$ cat config.mk
export PLATFORM = sky130hd
export DESIGN_NAME = b2oh_sweep_gen
export DESIGN_NICKNAME = d
export VERILOG_FILES = /design/src/rtl/b2oh_pkg.sv /design/src/rtl/b2oh_step_tick.sv /design/src/rtl/b2oh_sweep_gen.sv
export SDC_FILE = /design/constraint.sdc
export NUM_CORES = 1
export LEC_CHECK = 0
export CAP_MARGIN = 5
export CORE_MARGIN = 2
export CORE_UTILIZATION = 30
export CTS_CLUSTER_SIZE = 14
export DETAILED_ROUTE_END_ITERATION = 16
export PLACE_DENSITY = 0.52
export SETUP_SLACK_MARGIN = 0.05
export SYNTH_ARGS = -nofsm -noshare
export SYNTH_HDL_FRONTEND = slang
export SYNTH_SLANG_ARGS = --single-unit
$ cat constraint.sdc
create_clock -name clk -period 2.5 [get_ports clk]
set_input_delay 0.25 -clock clk [delete_from_list [all_inputs] [get_ports clk]]
set_output_delay 0.25 -clock clk [all_outputs]
set_load 0.005 [all_outputs]
$ cat src/rtl/b2oh_pkg.sv
// Shared definitions for the b2oh stimulus/decoder slice.
//   state_t     : sweep generator FSM encoding (IDLE/SWEEP/DONE)
//   clog2_min1  : ceil(log2(v)) clamped to at least 1, used to size counters
package b2oh_pkg;

  typedef enum logic [1:0] {
    IDLE  = 2'b00,
    SWEEP = 2'b01,
    DONE  = 2'b10
  } state_t;

  function automatic int clog2_min1(input int v);
    int w;
    w = 0;
    for (int i = 0; i < 31; i++) begin
      if ((1 << i) < v) w = i + 1;
    end
    return (w < 1) ? 1 : w;
  endfunction

endpackage

$ cat src/rtl/b2oh_step_tick.sv
// STEP_DIV prescaler: asserts tick on the enabled cycle that completes
// STEP_DIV enabled cycles, then restarts from zero.
//   clk  : system clock, rising edge
//   rst  : asynchronous reset, active-high
//   clr  : synchronous clear of the count
//   en   : count enable; 0 freezes the count
//   tick : combinational, en && count == STEP_DIV-1
module b2oh_step_tick
  import b2oh_pkg::*;
#(
  parameter int STEP_DIV = 1
) (
  input  logic clk,
  input  logic rst,
  input  logic clr,
  input  logic en,
  output logic tick
);

  localparam int PW = clog2_min1(STEP_DIV);
  localparam logic [PW-1:0] LAST = PW'(STEP_DIV - 1);
  localparam logic [PW-1:0] ONE  = PW'(1);

  logic [PW-1:0] cnt;

  // With STEP_DIV=1 LAST is 0, so every enabled cycle is a tick.
  assign tick = en && (cnt == LAST);

  always_ff @(posedge clk or posedge rst) begin
    if (rst) begin
      cnt <= '0;
    end else if (clr || tick) begin
      cnt <= '0;
    end else if (en) begin
      cnt <= cnt + ONE;
    end
  end

endmodule

$ cat src/rtl/b2oh_sweep_gen.sv
// Sweep generator feeding the binary input of a b2oh decoder. Walks every
// N-bit code once (up or down, chosen at start), holding each code for
// STEP_DIV enabled cycles, then pulses done. A load path presets the code.
// Optional feature macro: SWEEP_AUTO_RESTART_EN -- start asserted in the
// DONE cycle chains straight into a new sweep from the current code.
//   clk, rst        : clock (rising edge), asynchronous active-high reset
//   en              : step enable; 0 freezes prescaler and code
//   start, up       : begin sweep (IDLE only), direction latched at start
//   load, load_val  : preset code (IDLE only)
//   abort           : synchronous sweep cancel
//   binary          : current code
//   valid, busy     : binary is a sweep code / sweep in progress
//   done, wrap      : one-cycle pulses at sweep end / modular wrap of binary
module b2oh_sweep_gen
  import b2oh_pkg::*;
#(
  parameter int N        = 3,
  parameter int STEP_DIV = 1
) (
  input  logic         clk,
  input  logic         rst,
  input  logic         en,
  input  logic         start,
  input  logic         up,
  input  logic         load,
  input  logic [N-1:0] load_val,
  input  logic         abort,
  output logic [N-1:0] binary,
  output logic         valid,
  output logic         busy,
  output logic         done,
  output logic         wrap
);

  localparam logic [N-1:0] ONE      = N'(1);
  localparam logic [N-1:0] MAX_CODE = {N{1'b1}};

  state_t       state;
  logic         dir;
  logic [N-1:0] remaining;
  logic         tick;
  logic         tick_clr;
  logic [N-1:0] step_code;
  logic         step_wraps;

  // Prescaler only runs inside a sweep; abort also clears it so a
  // following sweep always starts with a full hold on its first code.
  assign tick_clr = (state != SWEEP) || abort;

  assign step_code  = dir ? (binary + ONE) : (binary - ONE);
  assign step_wraps = dir ? (step_code == '0) : (step_code == MAX_CODE);

  b2oh_step_tick #(
    .STEP_DIV(STEP_DIV)
  ) u_step_tick (
    .clk (clk),
    .rst (rst),
    .clr (tick_clr),
    .en  (en),
    .tick(tick)
  );

  always_ff @(posedge clk or posedge rst) begin
    if (rst) begin
      state     <= IDLE;
      dir       <= 1'b1;
      remaining <= '0;
      binary    <= '0;
      valid     <= 1'b0;
      busy      <= 1'b0;
      done      <= 1'b0;
      wrap      <= 1'b0;
    end else begin
      done <= 1'b0;
      wrap <= 1'b0;
      case (state)
        IDLE: begin
          // load and start together: the loaded value is the first code.
          if (load) binary <= load_val;
          if (start) begin
            state     <= SWEEP;
            dir       <= up;
            remaining <= MAX_CODE;
            valid     <= 1'b1;
            busy      <= 1'b1;
          end
        end
        SWEEP: begin
          if (abort) begin
            state <= IDLE;
            valid <= 1'b0;
            busy  <= 1'b0;
          end else if (tick) begin
            // remaining counts steps still to take; the 2^N-th tick ends
            // the sweep without moving binary.
            if (remaining != '0) begin
              binary    <= step_code;
              remaining <= remaining - ONE;
              wrap      <= step_wraps;
            end else begin
              state <= DONE;
              valid <= 1'b0;
              busy  <= 1'b0;
              done  <= 1'b1;
            end
          end
        end
        DONE: begin
          state <= IDLE;
`ifdef SWEEP_AUTO_RESTART_EN
          if (start) begin
            state     <= SWEEP;
            dir       <= up;
            remaining <= MAX_CODE;
            valid     <= 1'b1;
            busy      <= 1'b1;
          end
`endif
        end
        default: begin
          state <= IDLE;
          valid <= 1'b0;
          busy  <= 1'b0;
        end
      endcase
    end
  end

endmodule

==> results.sh, run 1 <==
export IMPL_numPortBuffers=16
export IMPL_cts_sinks=13
export IMPL_fmax_ghz=0.529
export IMPL_initial_core_util_pct=30.9
export IMPL_mostFrequentLayoutCell="clkdlybuf4s50_1"
export IMPL_crit_path_start="remaining[0]"
export IMPL_synth_simple_area_share_pct=19.8
export IMPL_synth_area_sq_um=752
export IMPL_drv_slew=0
export IMPL_postLayoutCellArea_sq_um=953
export IMPL_powerDensity_nw_per_um2=757
export IMPL_via_per_inst=4.58
export IMPL_drt_first_pass_iters=3
export IMPL_overflow=0
export IMPL_drtIter0Drc=1
export IMPL_detail_route_antenna_nets=0
export IMPL_ctsHoldBuffers=0
export IMPL_r2r_setup_slack_ns=0.61
export IMPL_grt_pass1_vias=550
export IMPL_finalWeightedCongestion=0.681
export IMPL_vdd_drop_max_mv=0.338
export IMPL_ctsResizeCount=0
export IMPL_reg2reg_to="binary[2]"
export IMPL_clockBufferDepth=2
export IMPL_htreeDepth=1
export IMPL_crit_fanout=4
export IMPL_multi_input_area_sq_um=380
export IMPL_synth_largest_area_cell="dfrtp_1"
export IMPL_drive_gt1_share_pct=10.2
export IMPL_yosysWarnings=0
export IMPL_synth_mux_area_share_pct=4.33
export IMPL_status="complete, no violations"
export IMPL_synthAdderAreaFrac_pct=11.0
export IMPL_synthTopCellsByArea="dfrtp_1, ha_1, nand2b_1, dfstp_2, inv_1"
export IMPL_vias=541
export IMPL_nets=105
export IMPL_grt_pass1_wl_microns=2410
export IMPL_skew_ns=0.000872
export IMPL_drt_total_wl_microns=1380
export IMPL_drv_cap=0
export IMPL_synth_top_family_by_area="simple AND/OR/NAND/NOR gates"
export IMPL_antenna_cells=0
export IMPL_area_delta_synth_final_pct=26.8
export IMPL_antenna_found_initial=0
export IMPL_yosys_area_top_type_share_pct=39.9
export IMPL_clock_latency_ns=0.27
export IMPL_ff2ff_path_depth=6
export IMPL_post_cts_buffers=0
export IMPL_layout_common_cells="clkdlybuf4s50_1, dfrtp_1, inv_1, nand2b_1, ha_1"
export IMPL_die_area_sq_um=2920
export IMPL_synth_cells=71
export IMPL_finalHoldViolCount=0
export IMPL_yosysUniqueCellTypes=32
export IMPL_cp_required_ns=2.64
export IMPL_drc_errors=0
export IMPL_timing_final_crit_share_pct=75.7
export IMPL_synth_compound_area_share_pct=13.1
export IMPL_tightest_slew_ns=0.515
export IMPL_grt_max_degree=14
export IMPL_setup_tns_ns=0
export IMPL_hp_class="primary input to async pin"
export IMPL_synth_seq_cells=13
export IMPL_synth_xor_area_share_pct=2.33
export IMPL_root_buffer="clkbuf_4"
export IMPL_crit_path_start_kind="flip-flop"
export IMPL_die_w_microns=54.1
export IMPL_maxSlewHeadroom_pct=65.6
export IMPL_seqCellArea_sq_um=327
export IMPL_fill_cells=253
export IMPL_rsz0062_at_grt="no"
export IMPL_gr_usage_all_layers_pct=11.7
export IMPL_min_period_ns=1.89
export IMPL_hpwl_microns=1090
export IMPL_routedWlPerCell_microns=11.7
export IMPL_core_sq_um=2430
export IMPL_reg2reg_from="remaining[0]"
export IMPL_avgSynthCellArea_sq_um=10.6
export IMPL_arrival_ns=2.03
export IMPL_syn_num_nets=87
export IMPL_rows=18
export IMPL_path_class="flip-flop to flip-flop"
export IMPL_setup_violations_final=0
export IMPL_placed_area_sq_um=927
export IMPL_die_h_microns=54.1
export IMPL_leakagePower_nw=0.411
export IMPL_yosysSeqAreaShare_pct=43.4
export IMPL_end_kind="flip-flop"
export IMPL_clk_pin_slew_ns=0.08
export IMPL_io_pin_count=17
export IMPL_cts_made_buffers=3
export IMPL_cts_tree="yes"
==> area by class of cell <==
type,instances,share of cell area [%]
Multi-Input combinational cell,49,39.9
Sequential cell,13,34.3
Timing Repair Buffer,16,16.8
Tap cell,30,3.94
Clock buffer,4,2.76
Inverter,6,2.36
==> cells by family after synthesis <==
kind of cell / Yosys count
xor gates and xnor gates: 2
DFF: 13
and+or+nand+nor: 23
adders and majority gates: 6
muxes: 3
AOI/OAI and AO/OA: 15
buffers and inverters: 9
==> worst max-delay path, cell delays in order, from the launching register on <==
cell and delay (ns):
dfrtp_1 0.38, inv_1 0.07, ha_1 0.19, nor2b_1 0.18, or4b_1 0.50, o311ai_0 0.31
o21ai_0 0.14
==> registers in the layout (all words and copies together) (netlist names) <==
name and count:
remaining 3, done 1, dir 1, wrap 1
busy 1, u_step_tick.cnt 1, binary 3, state 2
==> report_power, final <==
part / switching, mW / total (mW) / internal (mW) / leakage [nW]
clock: 0.0665 / 0.128 / 0.0617 / 0.0150
combinational: 0.122 / 0.287 / 0.165 / 0.240
sequential: 0.0507 / 0.306 / 0.256 / 0.155
total: 0.239 / 0.721 / 0.482 / 0.411
==> worst max path at each step <==
stage                            to  cells past startpoint  slack (ns)
after global placement    binary[2]                      5        0.45
after CTS                 binary[2]                      6        0.60
after detailed placement  binary[2]                      5        0.48
final                     binary[2]                      6        0.61
after global routing      binary[2]                      6        0.49
after floorplan           binary[2]                      6        0.75
==> stage by stage <==
step | power, mW | hold slack [ns] | worst slack [ns] | cells | util, %
global route | 0.789 | 0.354 | 0.488 | 118 | 39.2
CTS | 0.737 | 0.334 | 0.598 | 118 | 39.2
detailed placement | 0.605 | 0.480 | 0.478 | 114 | 38.1
global placement | 0.600 | 0.476 | 0.447 | 114 | 38.1
finish | 0.721 | 0.310 | 0.608 | 118 | 39.2
floorplan | 0.486 | 0.126 | 0.754 | 71 | -
==> cell usage after synthesis (all sizes together) <==
master and instances:
nor2 3, nor2b 1, o32a 1, buf 2, clkbuf 1, or3b 1
or3 1, o211a 1, or4b 1, nor3b 1, inv 6, dfrtp 12
a211oi 1, or2b 1, a31oi 1, xor2 2, a21oi 5, o311ai 1
o21ai 4, nand2b 6, nand2 3, nor3 4, mux2 2, ha 5
mux2i 1, fa 1, dfstp 1, and2 1, a21boi 1
==> metal layers <==
| metal | up-vias | share of wire (%) | GRT usage [%] | wire, microns |
|---|---|---|---|---|
| li1 | 274 | - | - | - |
| met1 | 253 | 50 | 15.6 | 692 |
| met2 | 12 | 43 | 17.1 | 588 |
| met3 | 2 | 5.4 | 2.50 | 75 |
| met4 | 0 | 1.5 | 7.50 | 20 |
| met5 | - | 0 | 0 | 0 |
(Power assumes the default switching activity.)
==> run 2, diff against run 1 <==
==> constraint.sdc (replaced) <==
create_clock -name clk -period 1.8 [get_ports clk]
set_input_delay 0.18 -clock clk [delete_from_list [all_inputs] [get_ports clk]]
set_output_delay 0.18 -clock clk [all_outputs]
set_load 0.005 [all_outputs]
==> run 2 against run 1 <==
Net effect: non-clock buffer count increased by 7; sequential power increased by 41%; wire length increased by 14%; clock skew increased by 0.0041 ns; cell area increased by 8.8%; first-iteration DRC count increased to 7.0 times the previous value; fmax increased by 9.6%; sequential share of layout area decreased by 2.8 points; worst hold slack got worse by 0.071 ns; via count increased by 5.2%; sequential cell count unchanged; combinational power increased by 64%; critical path type unchanged; critical endpoint is now binary[1]; largest power group is now combinational logic.
==> results.sh, run 2 (synthesis results as in run 1) <==
export IMPL_top_usage_layer="met2"
export IMPL_hp_class="primary input to async pin"
export IMPL_nets=112
export IMPL_htreeDepth=1
export IMPL_pwr_share_clk_pct=17.3
export IMPL_initial_core_util_pct=30.9
export IMPL_grt_max_degree=14
export IMPL_grt_pass1_wl_microns=2560
export IMPL_reg_largest_list="binary (3), remaining (3), state (2)"
export IMPL_leakagePower_nw=0.450
export IMPL_ctsResizeCount=1
export IMPL_maxSlewHeadroom_pct=63.4
export IMPL_arrival_ns=1.90
export IMPL_area_delta_synth_final_pct=37.9
export IMPL_cellInternalPower_uw=711
export IMPL_swShare_pct=34.9
export IMPL_drc_errors=0
export IMPL_status="complete, no violations"
export IMPL_skew_ns=0.00496
export IMPL_met1_usage_pct=16.1
export IMPL_tightest_slew_ns=0.548
export IMPL_drt_total_wl_microns=1580
export IMPL_reg2reg_to="binary[1]"
export IMPL_setup_violations_final=0
export IMPL_reg2reg_from="dir"
export IMPL_core_sq_um=2430
export IMPL_rows=18
export IMPL_end_kind="flip-flop"
export IMPL_powerDensity_nw_per_um2=1050
export IMPL_cts_made_buffers=3
export IMPL_drtIter0Drc=7
export IMPL_io_pin_count=17
export IMPL_cts_tree="yes"
export IMPL_total_power_mw=1.09
export IMPL_clockBufferDepth=2
export IMPL_routedWlPerCell_microns=12.6
export IMPL_vias=569
export IMPL_ctsHoldBuffers=0
export IMPL_antenna_cells=0
export IMPL_rsz0062_at_grt="yes"
export IMPL_timing_final_crit_share_pct=95.9
export IMPL_ff2ff_path_depth=4
export IMPL_post_cts_buffers=0
export IMPL_gr_usage_all_layers_pct=12.8
export IMPL_grtUsageMet3_pct=3.61
export IMPL_vdd_drop_max_mv=0.477
export IMPL_detail_route_antenna_nets=0
export IMPL_via_per_inst=4.55
export IMPL_dp_cells=121
export IMPL_drive_gt1_share_pct=21.1
export IMPL_drt_first_pass_iters=4
export IMPL_power_switching_uw=381
export IMPL_crit_path_start_kind="flip-flop"
export IMPL_die_h_microns=54.1
export IMPL_clock_latency_ns=0.28
export IMPL_r2r_setup_slack_ns=0.07
export IMPL_pwr_share_comb_pct=43.1
export IMPL_overflow=0
export IMPL_antenna_found_initial=0
export IMPL_crit_fanout=3
export IMPL_cp_required_ns=1.97
export IMPL_die_area_sq_um=2920
export IMPL_power_frac_seq_pct=39.6
export IMPL_mostFrequentLayoutCell="clkdlybuf4s50_1"
export IMPL_min_period_ns=1.73
export IMPL_fin_cells=125
export IMPL_path_class="flip-flop to flip-flop"
export IMPL_numPortBuffers=16
export IMPL_finalHoldViolCount=0
export IMPL_hpwl_microns=1160
export IMPL_use_met2_pct=18.7
export IMPL_grt_pass1_vias=556
export IMPL_root_buffer="clkbuf_4"
export IMPL_die_w_microns=54.1
export IMPL_fmax_ghz=0.579
export IMPL_cts_sinks=13
export IMPL_layout_common_cells="clkdlybuf4s50_1, dfrtp_1, buf_4"
export IMPL_finalWeightedCongestion=0.743
export IMPL_clk_pin_slew_ns=0.09
export IMPL_drv_slew=0
export IMPL_drv_cap=0
-- run 2: area by class of cell --
type                            count  area, sq um
Inverter                            6         22.5
Sequential cell                    13          327
Timing Repair Buffer               23          213
Clock buffer                        4         26.3
Tap cell                           30         37.5
Fill cell                         254         1400
Multi-Input combinational cell     49          412
-- run 2: stage by stage --
stage | worst slack [ns] | cell area [sq um] | TNS [ns] | hold WS [ns] | utilization (%)
2_1_floorplan | 0.0539 | 752 | 0 | 0.0562 | -
3_3_place_gp | -0.0247 | 980 | -0.0455 | 0.470 | 40.3
3_5_place_dp | -0.0502 | 980 | -0.0502 | 0.494 | 40.3
4_1_cts | 0.0516 | 1010 | 0 | 0.251 | 41.4
5_1_grt | -0.00800 | 1040 | -0.00800 | 0.277 | 42.6
6_report | 0.0740 | 1040 | 0 | 0.239 | 42.6
-- run 2: worst max-delay path: stages (launching register included) --
cell and delay, ns:
dfstp_2 0.58, inv_1 0.09, fa_2 0.41, mux2_2 0.26
mux2_2 0.26
-- run 2: worst max-delay path by stage --
stage / startpoint / endpoint / slack, ns / depth (start not counted)
finish: dir / binary[1] / 0.07 / 4
global route: remaining[1] / binary[2] / -0.008 / 6
CTS: remaining[0] / binary[2] / 0.05 / 6
detailed placement: en / binary[2] / -0.05 / 5
global placement: abort / binary[0] / -0.02 / 5
floorplan: remaining[0] / binary[2] / 0.05 / 6
-- run 2: metal layers --
layer | vias to the layer above | share of wire, %
li1 | 289 | -
met1 | 263 | 44
met2 | 15 | 49
met3 | 2 | 5.4
met4 | 0 | 1.6
met5 | - | 0
-- run 2: power groups by stage --
stage | combinational (mW) | sequential (mW) | clock [mW]
global placement | 0.423 | 0.427 | 0
finish | 0.471 | 0.432 | 0.189
global route | 0.541 | 0.443 | 0.219
CTS | 0.431 | 0.424 | 0.198
floorplan | 0.254 | 0.421 | 0
detailed placement | 0.425 | 0.431 | 0
==> run 3, diff against run 2 <==
--- a/config.mk
+++ b/config.mk
@@ -5,6 +5,7 @@
 export SDC_FILE = /design/constraint.sdc
 export NUM_CORES = 1
 export LEC_CHECK = 0
+export ABC_CLOCK_PERIOD_IN_PS = 1800
 export CAP_MARGIN = 5
 export CORE_MARGIN = 2
 export CORE_UTILIZATION = 30
==> results of run 3 <==
Same layout as run 2: the final DEF is identical, and so are final timing and power.
